===== src/rtl/realm_pkg.sv =====
// Shared constants and width helpers for the REALM log-domain arithmetic blocks.
package realm_pkg;

  localparam int SZ_DEF   = 8;
  localparam int M_DEF    = 8;
  localparam int FRAC_DEF = 8;

  function automatic int clog2(input int value);
    int r;
    r = 0;
    while ((1 << r) < value) r++;
    return r;
  endfunction

  function automatic int q_width(input int sz, input int frac);
    return sz + frac;
  endfunction

endpackage


===== src/rtl/realm_lod_norm.sv =====
// Leading-one detect and normalize: returns the MS-one index, the fraction below
// the leading one (optionally truncated to M-1 bits with LSB forced 1) and a zero flag.
module realm_lod_norm
  import realm_pkg::*;
#(
  parameter int SZ = SZ_DEF,
  parameter int M  = M_DEF
) (
  input  logic [SZ-1:0]        x,
  output logic [clog2(SZ)-1:0] k,
  output logic [M-2:0]         f,
  output logic                 zero
);

  localparam int LGSZ = clog2(SZ);

  logic [SZ-1:0] norm;

  always_comb begin
    k = '0;
    for (int i = 0; i < SZ; i++) begin
      if (x[i]) k = LGSZ'(i);
    end
  end

  // SZ is a power of two, so SZ-1-k is simply ~k.
  assign norm = x << (~k);
  assign zero = ~norm[SZ-1];

  generate
    if (M == SZ) begin : g_exact
      assign f = norm[SZ-2:0];
    end else if (M > 2) begin : g_trunc
      assign f = {norm[SZ-2 -: M-2], 1'b1};
    end else begin : g_min
      assign f = 1'b1;
    end
  endgenerate

endmodule


===== src/rtl/realm_log_div_pipe.sv =====
// Three-stage Mitchell log/antilog approximate divider Q ~= X/Y with a
// valid/ready chain that sustains one result per cycle.
module realm_log_div_pipe
  import realm_pkg::*;
#(
  parameter int SZ   = SZ_DEF,
  parameter int M    = M_DEF,
  parameter int FRAC = FRAC_DEF
) (
  input  logic                          clk,
  input  logic                          rst,
  input  logic                          in_valid,
  output logic                          in_ready,
  input  logic [SZ-1:0]                 in_x,
  input  logic [SZ-1:0]                 in_y,
  output logic                          out_valid,
  input  logic                          out_ready,
  output logic [q_width(SZ, FRAC)-1:0]  out_q,
  output logic                          out_dz
);

  localparam int LGSZ = clog2(SZ);
  localparam int KW   = LGSZ + 1;
  localparam int QW   = q_width(SZ, FRAC);
  // Antilog works on mant * 2^(exp+SZ), keeping M-1+SZ fractional bits.
  localparam int WW   = M + 2 * SZ - 1;
  localparam int DROP = M - 1 + SZ - FRAC;

  // S1: LOD + normalize for both operands
  logic [SZ-1:0]   op     [2];
  logic [LGSZ-1:0] k_s    [2];
  logic [M-2:0]    f_s    [2];
  logic            z_s    [2];

  assign op[0] = in_x;
  assign op[1] = in_y;

  genvar gi;
  generate
    for (gi = 0; gi < 2; gi++) begin : g_lod
      realm_lod_norm #(.SZ(SZ), .M(M)) u_lod (
        .x    (op[gi]),
        .k    (k_s[gi]),
        .f    (f_s[gi]),
        .zero (z_s[gi])
      );
    end
  endgenerate

  logic            v1_q, v2_q, v3_q;
  logic            ready1, ready2, ready3;
  logic [LGSZ-1:0] kx_q, ky_q;
  logic [M-2:0]    fx_q, fy_q;
  logic            zx1_q, zy1_q;

  logic [M-1:0]    mant2_q, mant2_d;
  logic [KW-1:0]   exp2_q, exp2_d;
  logic            zx2_q, zy2_q;

  logic [QW-1:0]   q3_q, q3_d;
  logic            dz3_q;

  assign ready3   = ~v3_q | out_ready;
  assign ready2   = ~v2_q | ready3;
  assign ready1   = ~v1_q | ready2;
  assign in_ready = ready1;

  // S2: log subtract. A negative fraction difference already reads as 2+f in
  // M-bit two's complement, so the mantissa is always {1, low bits} and only
  // the exponent needs the borrow.
  logic [M-1:0]  f_diff;
  logic [KW-1:0] k_diff;

  assign f_diff  = {1'b0, fx_q} - {1'b0, fy_q};
  assign k_diff  = KW'(kx_q) - KW'(ky_q);
  assign mant2_d = {1'b1, f_diff[M-2:0]};
  assign exp2_d  = k_diff - {{(KW-1){1'b0}}, f_diff[M-1]};

  // S3: antilog shift plus zero-operand overrides
  logic [KW-1:0] sh;
  logic [WW-1:0] wide;

  assign sh   = exp2_q + KW'(SZ);
  assign wide = WW'(mant2_q) << sh;

  always_comb begin
    q3_d = wide[DROP +: QW];
    if (zy2_q) begin
      q3_d = '1;
    end else if (zx2_q) begin
      q3_d = '0;
    end
  end

  always_ff @(posedge clk) begin
    if (rst) begin
      v1_q    <= 1'b0;
      v2_q    <= 1'b0;
      v3_q    <= 1'b0;
      kx_q    <= '0;
      ky_q    <= '0;
      fx_q    <= '0;
      fy_q    <= '0;
      zx1_q   <= 1'b0;
      zy1_q   <= 1'b0;
      mant2_q <= '0;
      exp2_q  <= '0;
      zx2_q   <= 1'b0;
      zy2_q   <= 1'b0;
      q3_q    <= '0;
      dz3_q   <= 1'b0;
    end else begin
      if (ready1) begin
        v1_q  <= in_valid;
        kx_q  <= k_s[0];
        ky_q  <= k_s[1];
        fx_q  <= f_s[0];
        fy_q  <= f_s[1];
        zx1_q <= z_s[0];
        zy1_q <= z_s[1];
      end
      if (ready2) begin
        v2_q    <= v1_q;
        mant2_q <= mant2_d;
        exp2_q  <= exp2_d;
        zx2_q   <= zx1_q;
        zy2_q   <= zy1_q;
      end
      if (ready3) begin
        v3_q  <= v2_q;
        q3_q  <= q3_d;
        dz3_q <= zy2_q;
      end
    end
  end

  assign out_valid = v3_q;
  assign out_q     = q3_q;
  assign out_dz    = dz3_q;

endmodule

===== config.mk =====
export PLATFORM = sky130hd
export DESIGN_NAME = realm_log_div_pipe
export DESIGN_NICKNAME = d
export VERILOG_FILES = /design/src/rtl/realm_pkg.sv /design/src/rtl/realm_lod_norm.sv /design/src/rtl/realm_log_div_pipe.sv
export SDC_FILE = /design/constraint.sdc
export NUM_CORES = 1
export LEC_CHECK = 0
export ABC_AREA = 1
export BUFFER_PORTS_ARGS = -buffer_cell sky130_fd_sc_hd__buf_4
export CORE_AREA = 2 2 84 86
export CTS_BUF_LIST = sky130_fd_sc_hd__clkbuf_8
export DETAILED_ROUTE_END_ITERATION = 8
export DIE_AREA = 0 0 86 88
export PLACE_DENSITY = 0.83
export SYNTH_ARGS = -nofsm -noshare
export SYNTH_HDL_FRONTEND = slang
export SYNTH_HIERARCHICAL = 1
export SYNTH_SLANG_ARGS = --single-unit

===== constraint.sdc =====
create_clock -name clk -period 2.8 [get_ports clk]
set_input_delay 0.28 -clock clk [delete_from_list [all_inputs] [get_ports clk]]
set_output_delay 0.28 -clock clk [all_outputs]
set_load 0.02 [all_outputs]

### Word level (Yosys, flattened, before mapping)

Cells that the tools add are included.

* $add $sub $neg: 4
* shifts and indexed selects: 3
* multiplexer cells: 16
* bitwise operators: 10

Operator list (count)
* $mux 16: 2
* $mux 3: 8
* $shl 8x4->23: 1
* $shl 8x3->8: 2
* $mux 2: 4
* $sub 7x7->8: 1
* $not 3->3: 2
* $not 1->1: 5
* $add 4x4->4 const B: 1
* $sub 3x3->4: 1
* $sub 4x1->4: 1
* $or 1x1->1: 3
* $mux 1: 2

* register bits after elaboration: 56
* input port bits: 20
* logic and storage cells: 48

### Longest topological paths before layout

Gate-level depths: netlist of the first run.

* depth in word-level cells: 10
* mapped depth: 15
* depth with buffers taken out: 15

### Modules after synthesis

Netlist of the first run, hierarchy kept.

By module, submodules not included
* realm_log_div_pipe: instances 1, cells an instance 412, area an instance 2950.3 um2, seq. area each 1121.1 um2
* realm_lod_norm: instances 2, cells an instance 59, area an instance 315.3 um2, seq. area each 0.0 um2

### Worst setup path after synthesis of the first run

No wires, ideal clock.

* path kind: register to register
* start: register fy_q[2]
* end: register exp2_q[3]
* data arrival time: 2318 ps
* slack: 366 ps
* stages on the path, launching flop included: 15
* period minus slack after synthesis: 2434 ps
* cells stage by stage: dfxtp_1 -> inv_1 -> ha_1 -> a21oi_1 -> or2_1 -> nand3_1 -> a21oi_1 -> o21bai_1 -> fa_1 -> ha_1 -> nand2_1 -> nand3b_1 -> xnor2_1 -> o21ai_0 -> inv_1

* cells in the longest elaborated chain, start to end: 2

Ends and longest elaborated chain
* from (decl): line realm_log_div_pipe.sv:53 `logic [M-2:0] fx_q, fy_q;`
* from (signal assigned): line realm_log_div_pipe.sv:118 `fy_q <= f_s[1];`
* $sub 7x7->8: line realm_log_div_pipe.sv:74 `assign f_diff = {1'b0, fx_q} - {1'b0, fy_q};`
* $sub 4x1->4: line realm_log_div_pipe.sv:77 `assign exp2_d = k_diff - {{(KW-1){1'b0}}, f_diff[M-1]};`
* to (signal assigned): line realm_log_div_pipe.sv:125 `exp2_q <= exp2_d;`
* to (decl): line realm_log_div_pipe.sv:57 `logic [KW-1:0] exp2_q, exp2_d;`

No other way between the ends.
A chain may end at the register's enable or synchronous reset.

### Worst setup path in the final report of the first run

Ends and elaborated chain as after synthesis.

==> key figures, run 1 <==
GRT
  – Total GRT Usage: 0.215
  – GRT overflow: 0
  – Antenna violations before repair: 0
  – Number of global-route vias before repair: 3185
  – Largest net degree at the start of global routing: 48
  – Global-route wire length before repair: 13300 µm

Worst setup path
  – Category of the most critical setup path: flop to flop
  – Element type at the critical path start: flop
  – Flop-to-flop setup slack: 220 ps
  – Start point of the critical path: fy_q[2]
  – Kind of end point of the critical path: flop
  – Beginning of the worst register-to-register path: fy_q[2]
  – Max stage delay cell, worst path: sky130_fd_sc_hd__fa_1
  – Maximum fanout along the worst path: 6
  – Cell repeated most along the worst path: sky130_fd_sc_hd__inv_1
  – Critical Path AT: 2800 ps
  – Critical path cell sequence: inv_1, ha_2, a21oi_2, or2_1, nand3_1, a21oi_1, o21bai_1, fa_1, ha_1, nand2_1, nand3b_1, xnor2_1, o21ai_0, inv_1
  – Worst-case reg-to-reg path depth: 14
  – Critical Path Max Stage Delay: 410 ps
  – Required time at the worst-slack endpoint: 3020 ps

Routing
  – DR pass1 iterations: 5
  – Count of unresolved DRC violations after routing: 0
  – Detailed Route WL: 7660 µm
  – Total via count after detailed routing: 3467
  – Via-to-Cell Ratio: 5.44
  – Number of violations reported at the end of detailed-routing iteration 0: 147
  – WL/cell: 12.0 µm
  – Post-route antenna net violation count: 0

Floorplanning
  – Core Area: 6640 µm²
  – Total die area: 7570 µm²
  – Count of standard-cell rows: 30
  – Starting Density: 0.539
  – Die height: 88 µm
  – Number of I/O pins: 39
  – Width of the die: 86 µm

Timing
  – Final-report max-slew violation count: 0
  – Least setup slack across all paths after layout: 218 ps
  – Final period util: 0.922
  – Fin Clk Skew: 10.9 ps
  – Final-report hold violation count: 0
  – Endpoints failing setup: 0
  – Worst-margin pin slew: 566 ps
  – Maximum clock frequency: 0.387 GHz
  – Unrepaired setup endpoints after global routing: false
  – Worst-case headroom to the max-slew limit: 0.622
  – Post-layout min period: 2580 ps
  – Setup tns final: 0 ps

Place
  – Post-placement setup slack: 122 ps
  – Port Buf Inserts: 38
  – Detailed Place HPWL: 5820 µm
  – Gp weighted congestion: 0.933

Power and ir drop
  – Maximum vdd drop: 0.266 mV
  – Leakage power: 1.92 nW
  – Power per unit of standard cell area: 542 nW/µm²

Run status
  – Status: completed

Job
  – Max Cap Viol: 0

Synthesis
  – Mapped Cells: 530
  – Distinct cells, synth: 40
  – Leading post-synthesis cells by cell area: sky130_fd_sc_hd__dfxtp_1, sky130_fd_sc_hd__nand2_1, sky130_fd_sc_hd__nand3_1, sky130_fd_sc_hd__a21oi_1, sky130_fd_sc_hd__inv_1
  – Library cell with the largest summed area after synthesis: sky130_fd_sc_hd__dfxtp_1
  – Number of storage elements in the synthesis netlist: 56
  – Area share of the largest cell type after synthesis: 0.313
  – Proportion of synthesized chip area in sequential cells: 0.313
  – Mapped cell area: 3580 µm²
  – Average cell area after synthesis: 6.76 µm²
  – Number of warnings printed during yosys synthesis: 6
  – Post-synthesis net count: 562

Clock network
  – TritonCTS clock tree: built
  – Clock-pin slew of the registers on the worst-case setup and hold paths: 100 ps
  – Post-CTS Setup Bufs: 0
  – Count of H-tree levels built during CTS: 2
  – Later-pin clock latency in the skew report: 310 ps
  – Hold-fix buffers, CTS: 0
  – Clock tree buffer depth: 2
  – Total clock sinks: 56
  – Clk root buf: sky130_fd_sc_hd__clkbuf_8
  – Cts bufs inserted: 5

Final layout
  – Highest-count cells in the layout ignoring fill and taps: sky130_fd_sc_hd__nand2_1, sky130_fd_sc_hd__nand3_1, sky130_fd_sc_hd__dfxtp_1, sky130_fd_sc_hd__inv_1, sky130_fd_sc_hd__a21oi_1
  – Antenna Diode Count: 0
  – Net count, final: 588
  – Relative area change from synthesis to final layout: 9.99%
  – Share of final-layout standard cells stronger than drive strength 1: 0.167
  – Most common cell after layout, fill and taps aside: sky130_fd_sc_hd__nand2_1

Worst hold path
  – Hold Path Cell Cnt: 3
  – Min-delay worst type: primary input to flop
  – Startpoint of the lowest-slack hold path: in_valid
## synth_stat cells, drive strengths merged
cell type	number
xor2	2
dfxtp	56
nand4	11
nand3b	1
o21ai	22
o211ai	1
nand3	79
nand2	148
xnor2	2
fa	3
clkinv	2
nor2	33
o21a	1
o21bai	1
ha	9
nor4	2
inv	64
or2	4
clkbuf	7
a21o	1
a31oi	8
nor3	5
buf	14
a21oi	54
## kinds of logic after synthesis
group / after synthesis / synth area share
and+or+nand+nor: 283 / 0.384
DFF: 56 / 0.313
AOI/OAI and AO/OA: 88 / 0.136
buffers and inverters: 87 / 0.109
adders and majority gates: 12 / 0.0482
xor gates and xnor gates: 4 / 0.00979
## path summary, 6_finish.rpt
path,end
setup / recovery,exp2_q[3]
hold / removal,v1_q
setup reg to reg,exp2_q[3]
hold reg to reg,out_dz
## flip-flops by register name, indices dropped and copies added (netlist names), 3 cells and up
name,flops
exp2_q,4
out_q,16
ky_q,3
mant2_q,8
fy_q,7
kx_q,3
fx_q,7
## layer usage
layer | share of wire | up-vias | GRT usage
met5 | 0 | - | 0
met1 | 0.44 | 1572 | 0.247
li1 | - | 1795 | -
met3 | 0.034 | 11 | 0.0283
met2 | 0.51 | 89 | 0.409
met4 | 0.016 | 0 | 0.0707
## where the power goes
group	switching, mW	total, mW	leakage [nW]	internal (mW)
sequential	0.0880	0.975	0.462	0.887
clock	0.265	0.441	0.0455	0.175
combinational	0.435	0.719	1.41	0.284
## worst max-delay path: cells and delay by family (launching register included)
| kind | cells | cell delay [ps] |
|---|---|---|
| AOI/OAI and AO/OA | 4 | 530 |
| DFF | 1 | 340 |
| xor gates and xnor gates | 1 | 120 |
| adders and majority gates | 3 | 1010 |
| and+or+nand+nor | 4 | 380 |
| buffers and inverters | 2 | 110 |
## metrics by stage
stage,util,instances,power (mW),hold slack (ps),instance area (µm²)
floorplan,-,530,1.52,414,3580
global placement,0.579,629,1.68,456,3840
detailed placement,0.579,629,1.70,467,3840
CTS,0.592,637,2.14,200,3930
global route,0.593,637,2.29,206,3940
finish,0.593,637,2.13,203,3940
## cell type report
| class | count | area [µm²] |
|---|---|---|
| clock buffer | 5 | 68.8 |
| clock inverter | 3 | 20.0 |
| fill | 631 | 2710 |
| inverter | 66 | 253 |
| multi-input combinational | 387 | 2080 |
| sequential | 56 | 1120 |
| tap | 80 | 100 |
| timing repair buffer | 40 | 300 |
## what timing repair did
action | CTS | global route
setup endpoints to repair | 0 | 1
resized for setup | 0 | 2
hold endpoints to repair | 0 | 0
Power figures use the tool's default switching activity.
==> inputs of run 2 (changes only) <==
--- a/config.mk
+++ b/config.mk
@@ -7,10 +7,10 @@
 export LEC_CHECK = 0
 export ABC_AREA = 1
 export BUFFER_PORTS_ARGS = -buffer_cell sky130_fd_sc_hd__buf_4
-export CORE_AREA = 2 2 84 86
+export CORE_AREA = 2 2 108 68
 export CTS_BUF_LIST = sky130_fd_sc_hd__clkbuf_8
 export DETAILED_ROUTE_END_ITERATION = 8
-export DIE_AREA = 0 0 86 88
+export DIE_AREA = 0 0 110 70
 export PLACE_DENSITY = 0.83
 export SYNTH_ARGS = -nofsm -noshare
 export SYNTH_HDL_FRONTEND = slang
==> key figures, run 2 (same netlist as run 1, synthesis figures left out) <==
Run status
  – Status: completed (unchanged)

Place
  – Gp weighted congestion: 0.942 (was 0.933)
  – Post-placement setup slack: 134 ps (was 122 ps)
  – Detailed Place HPWL: 6500 µm (was 5820 µm)
  – Port Buf Inserts: 38 (unchanged)

Clock network
  – Count of H-tree levels built during CTS: 2 (unchanged)
  – Post-CTS Setup Bufs: 0 (unchanged)
  – Later-pin clock latency in the skew report: 310 ps (about the same)
  – Cts bufs inserted: 5 (unchanged)
  – Total clock sinks: 56 (unchanged)
  – TritonCTS clock tree: built (unchanged)
  – Clock tree buffer depth: 2 (unchanged)
  – Clock-pin slew of the registers on the worst-case setup and hold paths: 100 ps (about the same)
  – Clk root buf: sky130_fd_sc_hd__clkbuf_8 (unchanged)

Worst hold path
  – Min-delay worst type: primary input to flop (unchanged)
  – Hold Path Cell Cnt: 3 (unchanged)
  – Startpoint of the lowest-slack hold path: in_valid (unchanged)
  – Hold-critical path endpoint: v1_q (unchanged)

Final layout
  – Highest-count cells in the layout ignoring fill and taps: sky130_fd_sc_hd__nand2_1, sky130_fd_sc_hd__nand3_1, sky130_fd_sc_hd__dfxtp_1, sky130_fd_sc_hd__inv_1, sky130_fd_sc_hd__a21oi_1 (unchanged)
  – Most common cell after layout, fill and taps aside: sky130_fd_sc_hd__nand2_1 (unchanged)
  – Antenna Diode Count: 0 (unchanged)
  – Relative area change from synthesis to final layout: 13.3% (was 9.99%)
  – Max reg flops: 16 (unchanged)
  – Number of filler instances in the final layout: 615 (was 631)
  – Net count, final: 589 (was 588)
  – Core utilization of the finished layout: 0.590 (was 0.593)
  – Share of final-layout standard cells stronger than drive strength 1: 0.179 (was 0.167)

Timing
  – Worst-margin pin slew: 549 ps (was 566 ps)
  – Unrepaired setup endpoints after global routing: false (unchanged)
  – Post-layout min period: 2580 ps (about the same)
  – Worst-case headroom to the max-slew limit: 0.633 (was 0.622)
  – Least setup slack across all paths after layout: 218 ps (about the same)
  – Fin Clk Skew: 9.37 ps (was 10.9 ps)
  – Final worst hold slack: 209 ps (was 203 ps)
  – Final-report max-slew violation count: 0 (unchanged)
  – Maximum clock frequency: 0.387 GHz (about the same)
  – Endpoints failing setup: 0 (unchanged)
  – Setup tns final: 0 ps (unchanged)
  – Final period util: 0.922 (about the same)
  – Final-report hold violation count: 0 (unchanged)

Power and ir drop
  – Leakage power: 1.96 nW (was 1.92 nW)
  – Comb pwr share: 0.317 (was 0.337)
  – Switching share of power: 0.342 (was 0.369)
  – Maximum vdd drop: 0.366 mV (was 0.266 mV)
  – Fraction of power consumed by the clock network: 0.293 (was 0.206)
  – Power per unit of standard cell area: 611 nW/µm² (was 542 nW/µm²)
  – Cell-internal power: 1.63 mW (was 1.35 mW)
  – Sequential power share: 0.390 (was 0.457)
  – Switching power summed over all nets: 0.849 mW (was 0.788 mW)

Routing
  – Total via count after detailed routing: 3614 (was 3467)
  – Number of violations reported at the end of detailed-routing iteration 0: 343 (was 147)
  – Detailed Route WL: 8930 µm (was 7660 µm)
  – Via-to-Cell Ratio: 5.57 (was 5.44)
  – DR pass1 iterations: 6 (was 5)
  – Count of unresolved DRC violations after routing: 0 (unchanged)
  – WL/cell: 13.8 µm (was 12.0 µm)
  – Post-route antenna net violation count: 0 (unchanged)

Worst setup path
  – Maximum fanout along the worst path: 6 (unchanged)
  – Worst-case reg-to-reg path depth: 14 (unchanged)
  – Critical register-to-register path endpoint: exp2_q[3] (unchanged)
  – Element type at the critical path start: flop (unchanged)
  – Category of the most critical setup path: flop to flop (unchanged)
  – Flop-to-flop setup slack: 220 ps (about the same)
  – Required time at the worst-slack endpoint: 3020 ps (about the same)
  – Critical Path AT: 2800 ps (about the same)
  – Beginning of the worst register-to-register path: fy_q[2] (unchanged)
  – Kind of end point of the critical path: flop (unchanged)

GRT
  – Total GRT Usage: 0.243 (was 0.215)
  – GRT overflow: 0 (unchanged)
  – Antenna violations before repair: 0 (unchanged)
  – Largest net degree at the start of global routing: 48 (unchanged)
  – Global-route wire length before repair: 15100 µm (was 13300 µm)
  – Number of global-route vias before repair: 3327 (was 3185)

Floorplanning
  – Width of the die: 110 µm (was 86 µm)
  – Die height: 70 µm (was 88 µm)
  – Core Area: 6880 µm² (was 6640 µm²)
  – Number of I/O pins: 39 (unchanged)
  – Starting Density: 0.521 (was 0.539)
  – Total die area: 7700 µm² (was 7570 µm²)
  – Count of standard-cell rows: 24 (was 30)

Job
  – Max Cap Viol: 0 (unchanged)
## run 2: cell count changes in the layout (fill, tap and decap cells not counted)
cell / previous run / this run
sky130_fd_sc_hd__bufinv_16: 0 / 3
sky130_fd_sc_hd__a21oi_1: 51 / 49
sky130_fd_sc_hd__a21oi_2: 1 / 3
sky130_fd_sc_hd__ha_1: 8 / 6
sky130_fd_sc_hd__buf_4: 40 / 41
sky130_fd_sc_hd__clkinv_4: 1 / 0
sky130_fd_sc_hd__clkinvlp_4: 1 / 0
sky130_fd_sc_hd__ha_2: 1 / 2
sky130_fd_sc_hd__ha_4: 0 / 1
sky130_fd_sc_hd__inv_1: 53 / 52
sky130_fd_sc_hd__nand3_1: 75 / 74
sky130_fd_sc_hd__nand3_2: 4 / 5
## run 2: layout make-up
| class | count | area, µm² | share of cell area |
|---|---|---|---|
| sequential | 56 | 1120 | 0.276 |
| timing repair buffer | 41 | 308 | 0.0759 |
| tap | 91 | 114 | 0.0281 |
| clock buffer | 5 | 68.8 | 0.0170 |
| clock inverter | 3 | 90.1 | 0.0222 |
| inverter | 66 | 253 | 0.0623 |
| multi-input combinational | 387 | 2100 | 0.518 |
## run 2: worst max path at each step
stage / from / end / cells after the start
5_1_grt: fy_q[2] / exp2_q[3] / 14
3_5_place_dp: fy_q[2] / exp2_q[3] / 14
3_3_place_gp: fy_q[2] / exp2_q[3] / 14
2_1_floorplan: fy_q[2] / exp2_q[3] / 14
4_1_cts: fy_q[2] / exp2_q[3] / 14
6_report: fy_q[2] / exp2_q[3] / 14
## run 2: worst max-delay path, cell delays in order, from the launching register on
cell,delay [ps]
sky130_fd_sc_hd__dfxtp_1,350
sky130_fd_sc_hd__inv_1,50
sky130_fd_sc_hd__ha_2,310
sky130_fd_sc_hd__a21oi_2,140
sky130_fd_sc_hd__or2_1,140
sky130_fd_sc_hd__nand3_2,100
sky130_fd_sc_hd__a21oi_2,130
sky130_fd_sc_hd__o21bai_1,80
sky130_fd_sc_hd__fa_1,400
sky130_fd_sc_hd__ha_1,300
sky130_fd_sc_hd__nand2_1,80
sky130_fd_sc_hd__nand3b_1,100
sky130_fd_sc_hd__xnor2_1,140
sky130_fd_sc_hd__o21ai_0,140
sky130_fd_sc_hd__inv_1,50
## run 2: power groups by stage
stage	clock network, mW	logic, mW	registers (mW)
after floorplan	0	0.526	0.990
after global placement	0	0.723	0.976
after detailed placement	0	0.748	0.982
after CTS	0.725	0.756	0.964
after global routing	0.759	0.879	0.979
final	0.726	0.786	0.968
## run 2: what timing repair did
action	CTS	global route
setup endpoints to repair	0	1
hold buffers	0	0
resized for setup	0	7
## run 2: metrics by stage
stage | total power [mW] | std cells | area (µm²)
after detailed placement | 1.73 | 641 | 3860
after floorplan | 1.52 | 530 | 3580
final | 2.48 | 649 | 4060
after global placement | 1.70 | 641 | 3860
after global routing | 2.62 | 649 | 4060
after CTS | 2.44 | 649 | 4020
## run 2: layer usage
layer / track usage / share of wire / up-vias
met5: 0 / 0 / -
met4: 0.0464 / 0.012 / 0
met3: 0.0523 / 0.088 / 16
met2: 0.358 / 0.43 / 167
met1: 0.364 / 0.47 / 1650
li1: - / - / 1781
==> inputs of run 3 (changes only) <==
--- a/config.mk
+++ b/config.mk
@@ -7,11 +7,14 @@
 export LEC_CHECK = 0
 export ABC_AREA = 1
 export BUFFER_PORTS_ARGS = -buffer_cell sky130_fd_sc_hd__buf_4
-export CORE_AREA = 2 2 108 68
+export CELL_PAD_IN_SITES_DETAIL_PLACEMENT = 1
+export CELL_PAD_IN_SITES_GLOBAL_PLACEMENT = 1
+export CORE_AREA = 2 2 120 75
 export CTS_BUF_LIST = sky130_fd_sc_hd__clkbuf_8
 export DETAILED_ROUTE_END_ITERATION = 8
-export DIE_AREA = 0 0 110 70
-export PLACE_DENSITY = 0.83
+export DIE_AREA = 0 0 122 77
+export GPL_ROUTABILITY_DRIVEN = 0
+export PLACE_DENSITY = 0.91
 export SYNTH_ARGS = -nofsm -noshare
 export SYNTH_HDL_FRONTEND = slang
 export SYNTH_HIERARCHICAL = 1
==> key figures, run 3 (same netlist as run 1, synthesis figures left out) <==
Job
  – Max Cap Viol: 0 (unchanged)

Final layout
  – Net count, final: 591 (was 589)
  – Number of filler instances in the final layout: 1126 (was 615)
  – Most common cell after layout, fill and taps aside: sky130_fd_sc_hd__nand2_1 (unchanged)
  – Fin area: 4030 µm² (was 4060 µm²)
  – Antenna Diode Count: 0 (unchanged)
  – Max reg flops: 16 (unchanged)
  – Highest-count cells in the layout ignoring fill and taps: sky130_fd_sc_hd__nand2_1, sky130_fd_sc_hd__nand3_1, sky130_fd_sc_hd__dfxtp_1, sky130_fd_sc_hd__inv_1, sky130_fd_sc_hd__a21oi_1 (unchanged)
  – Share of final-layout standard cells stronger than drive strength 1: 0.182 (was 0.179)
  – Final cell count without fillers: 672 (was 649)
  – Core utilization of the finished layout: 0.486 (was 0.590)
  – Relative area change from synthesis to final layout: 12.6% (was 13.3%)

Worst setup path
  – Count of buffering cells on the critical path with inverters included: 2 (unchanged)
  – Critical Path Max Stage Delay: 350 ps (was 400 ps)
  – Required time at the worst-slack endpoint: 3030 ps (was 3020 ps)
  – Start point of the critical path: fy_q[2] (unchanged)
  – Kind of end point of the critical path: flop (unchanged)
  – Critical Path AT: 2880 ps (was 2800 ps)
  – Flop-to-flop setup slack: 150 ps (was 220 ps)
  – Worst-case reg-to-reg path depth: 14 (unchanged)
  – Critical register-to-register path endpoint: exp2_q[3] (unchanged)
  – Maximum fanout along the worst path: 2 (was 6)
  – Total stage count of the critical path: 14 (unchanged)
  – Max stage delay cell, worst path: sky130_fd_sc_hd__dfxtp_1 (was sky130_fd_sc_hd__fa_1)
  – Beginning of the worst register-to-register path: fy_q[2] (unchanged)
  – Category of the most critical setup path: flop to flop (unchanged)
  – Element type at the critical path start: flop (unchanged)
  – Top Family by Delay on Critical Path: adder cells (unchanged)
  – Critical path cell sequence: inv_1, ha_1, a21oi_2, or2_1, nand3_2, a21oi_2, o21bai_1, fa_2, ha_1, nand2_1, nand3b_1, xnor2_1, o21ai_0, inv_1 (was inv_1, ha_2, a21oi_2, or2_1, nand3_2, a21oi_2, o21bai_1, fa_1, ha_1, nand2_1, nand3b_1, xnor2_1, o21ai_0, inv_1)
  – CP Capture Point: exp2_q[3] (unchanged)

Clock network
  – Clk root buf: sky130_fd_sc_hd__clkbuf_8 (unchanged)
  – Clock-pin slew of the registers on the worst-case setup and hold paths: 110 ps (was 100 ps)
  – Cts bufs inserted: 5 (unchanged)
  – Count of H-tree levels built during CTS: 2 (unchanged)
  – Clock tree buffer depth: 2 (unchanged)
  – Hold-fix buffers, CTS: 0 (unchanged)
  – Later-pin clock latency in the skew report: 320 ps (was 310 ps)
  – Total clock sinks: 56 (unchanged)
  – TritonCTS clock tree: built (unchanged)

Floorplanning
  – Core Area: 8300 µm² (was 6880 µm²)
  – Total die area: 9390 µm² (was 7700 µm²)
  – Number of I/O pins: 39 (unchanged)
  – Die height: 77 µm (was 70 µm)
  – Count of standard-cell rows: 26 (was 24)
  – Width of the die: 122 µm (was 110 µm)
  – Starting Density: 0.432 (was 0.521)

GRT
  – Total GRT Usage: 0.238 (was 0.243)
  – Antenna violations before repair: 0 (unchanged)
  – Largest net degree at the start of global routing: 48 (unchanged)
  – GRT overflow: 0 (unchanged)
  – Number of global-route vias before repair: 3705 (was 3327)
  – Global-route wire length before repair: 18100 µm (was 15100 µm)

Timing
  – Endpoints failing setup: 0 (unchanged)
  – Fin Clk Skew: 6.69 ps (was 9.37 ps)
  – Worst-margin pin slew: 625 ps (was 549 ps)
  – Final worst hold slack: 187 ps (was 209 ps)
  – Final-report hold violation count: 0 (unchanged)
  – Final period util: 0.945 (was 0.922)
  – Least setup slack across all paths after layout: 153 ps (was 218 ps)
  – Final-report max-slew violation count: 0 (unchanged)
  – Post-layout min period: 2650 ps (was 2580 ps)
  – Maximum clock frequency: 0.378 GHz (was 0.387 GHz)
  – Worst-case headroom to the max-slew limit: 0.583 (was 0.633)

Place
  – Port Buf Inserts: 38 (unchanged)
  – # placed instances: 663 (was 641)
  – Detailed Place HPWL: 8070 µm (was 6500 µm)
  – Post-placement setup slack: 88.7 ps (was 134 ps)
  – Post-place instance area: 3900 µm² (was 3860 µm²)

Routing
  – WL/cell: 15.9 µm (was 13.8 µm)
  – Number of violations reported at the end of detailed-routing iteration 0: 190 (was 343)
  – Post-route antenna net violation count: 0 (unchanged)
  – Detailed Route WL: 10700 µm (was 8930 µm)
  – Count of unresolved DRC violations after routing: 0 (unchanged)
  – Via-to-Cell Ratio: 5.48 (was 5.57)
  – DR pass1 iterations: 5 (was 6)
  – Total via count after detailed routing: 3680 (was 3614)

Power and ir drop
  – Leakage power: 1.94 nW (was 1.96 nW)
  – Power per unit of standard cell area: 564 nW/µm² (was 611 nW/µm²)
  – Maximum vdd drop: 0.255 mV (was 0.366 mV)

Worst hold path
  – Min-delay worst type: primary input to flop (unchanged)
  – Startpoint of the lowest-slack hold path: in_valid (unchanged)

Run status
  – Status: completed (unchanged)
==> run 3: timing repair <==
item	in CTS	in global routing
gates resized for setup	0	7
setup endpoints to repair	0	1
setup buffers	0	1
==> run 3: per-layer routing <==
layer | GRT usage | part of all wire | up-vias
met4 | 0.0471 | 0.0096 | 0
met2 | 0.377 | 0.46 | 80
met5 | 0 | 0 | -
li1 | - | - | 1796
met3 | 0.0446 | 0.050 | 12
met1 | 0.338 | 0.48 | 1792
==> run 3: area by class of cell <==
type / count / area, µm² / share of cell area
inverter: 66 / 253 / 0.0627
clock buffer: 5 / 68.8 / 0.0171
tap: 112 / 140 / 0.0348
clock inverter: 3 / 22.5 / 0.00559
multi-input combinational: 387 / 2100 / 0.522
timing repair buffer: 43 / 323 / 0.0801
sequential: 56 / 1120 / 0.278
==> run 3: through the flow <==
step                      power [mW]  TNS (ps)
after global routing            2.43     -3.73
after global placement          1.72         0
after CTS                       2.26         0
final                           2.28         0
after floorplan                 1.52         0
after detailed placement        1.77         0
==> run 3: worst min-delay path by stage <==
stage | cells past startpoint | endpoint | slack, ps
3_5_place_dp | 2 | out_dz | 460
5_1_grt | 3 | v1_q | 180
6_report | 3 | v1_q | 190
3_3_place_gp | 2 | out_dz | 460
2_1_floorplan | 2 | v1_q | 410
4_1_cts | 3 | v1_q | 180
==> run 3: where the power goes <==
| group | switching (mW) | internal [mW] | total [mW] |
|---|---|---|---|
| registers | 0.0900 | 0.887 | 0.977 |
| clock network | 0.297 | 0.181 | 0.478 |
| logic | 0.520 | 0.300 | 0.821 |
| total | 0.908 | 1.37 | 2.28 |
==> run 3: worst register-to-register path: cells and delay by family (launching register included) <==
| family | cells | cell delay [ps] |
|---|---|---|
| xor gates and xnor gates | 1 | 140 |
| AOI/OAI and AO/OA | 4 | 590 |
| buffers and inverters | 2 | 100 |
| and+or+nand+nor | 4 | 460 |
| adders and majority gates | 3 | 930 |
| DFF | 1 | 350 |
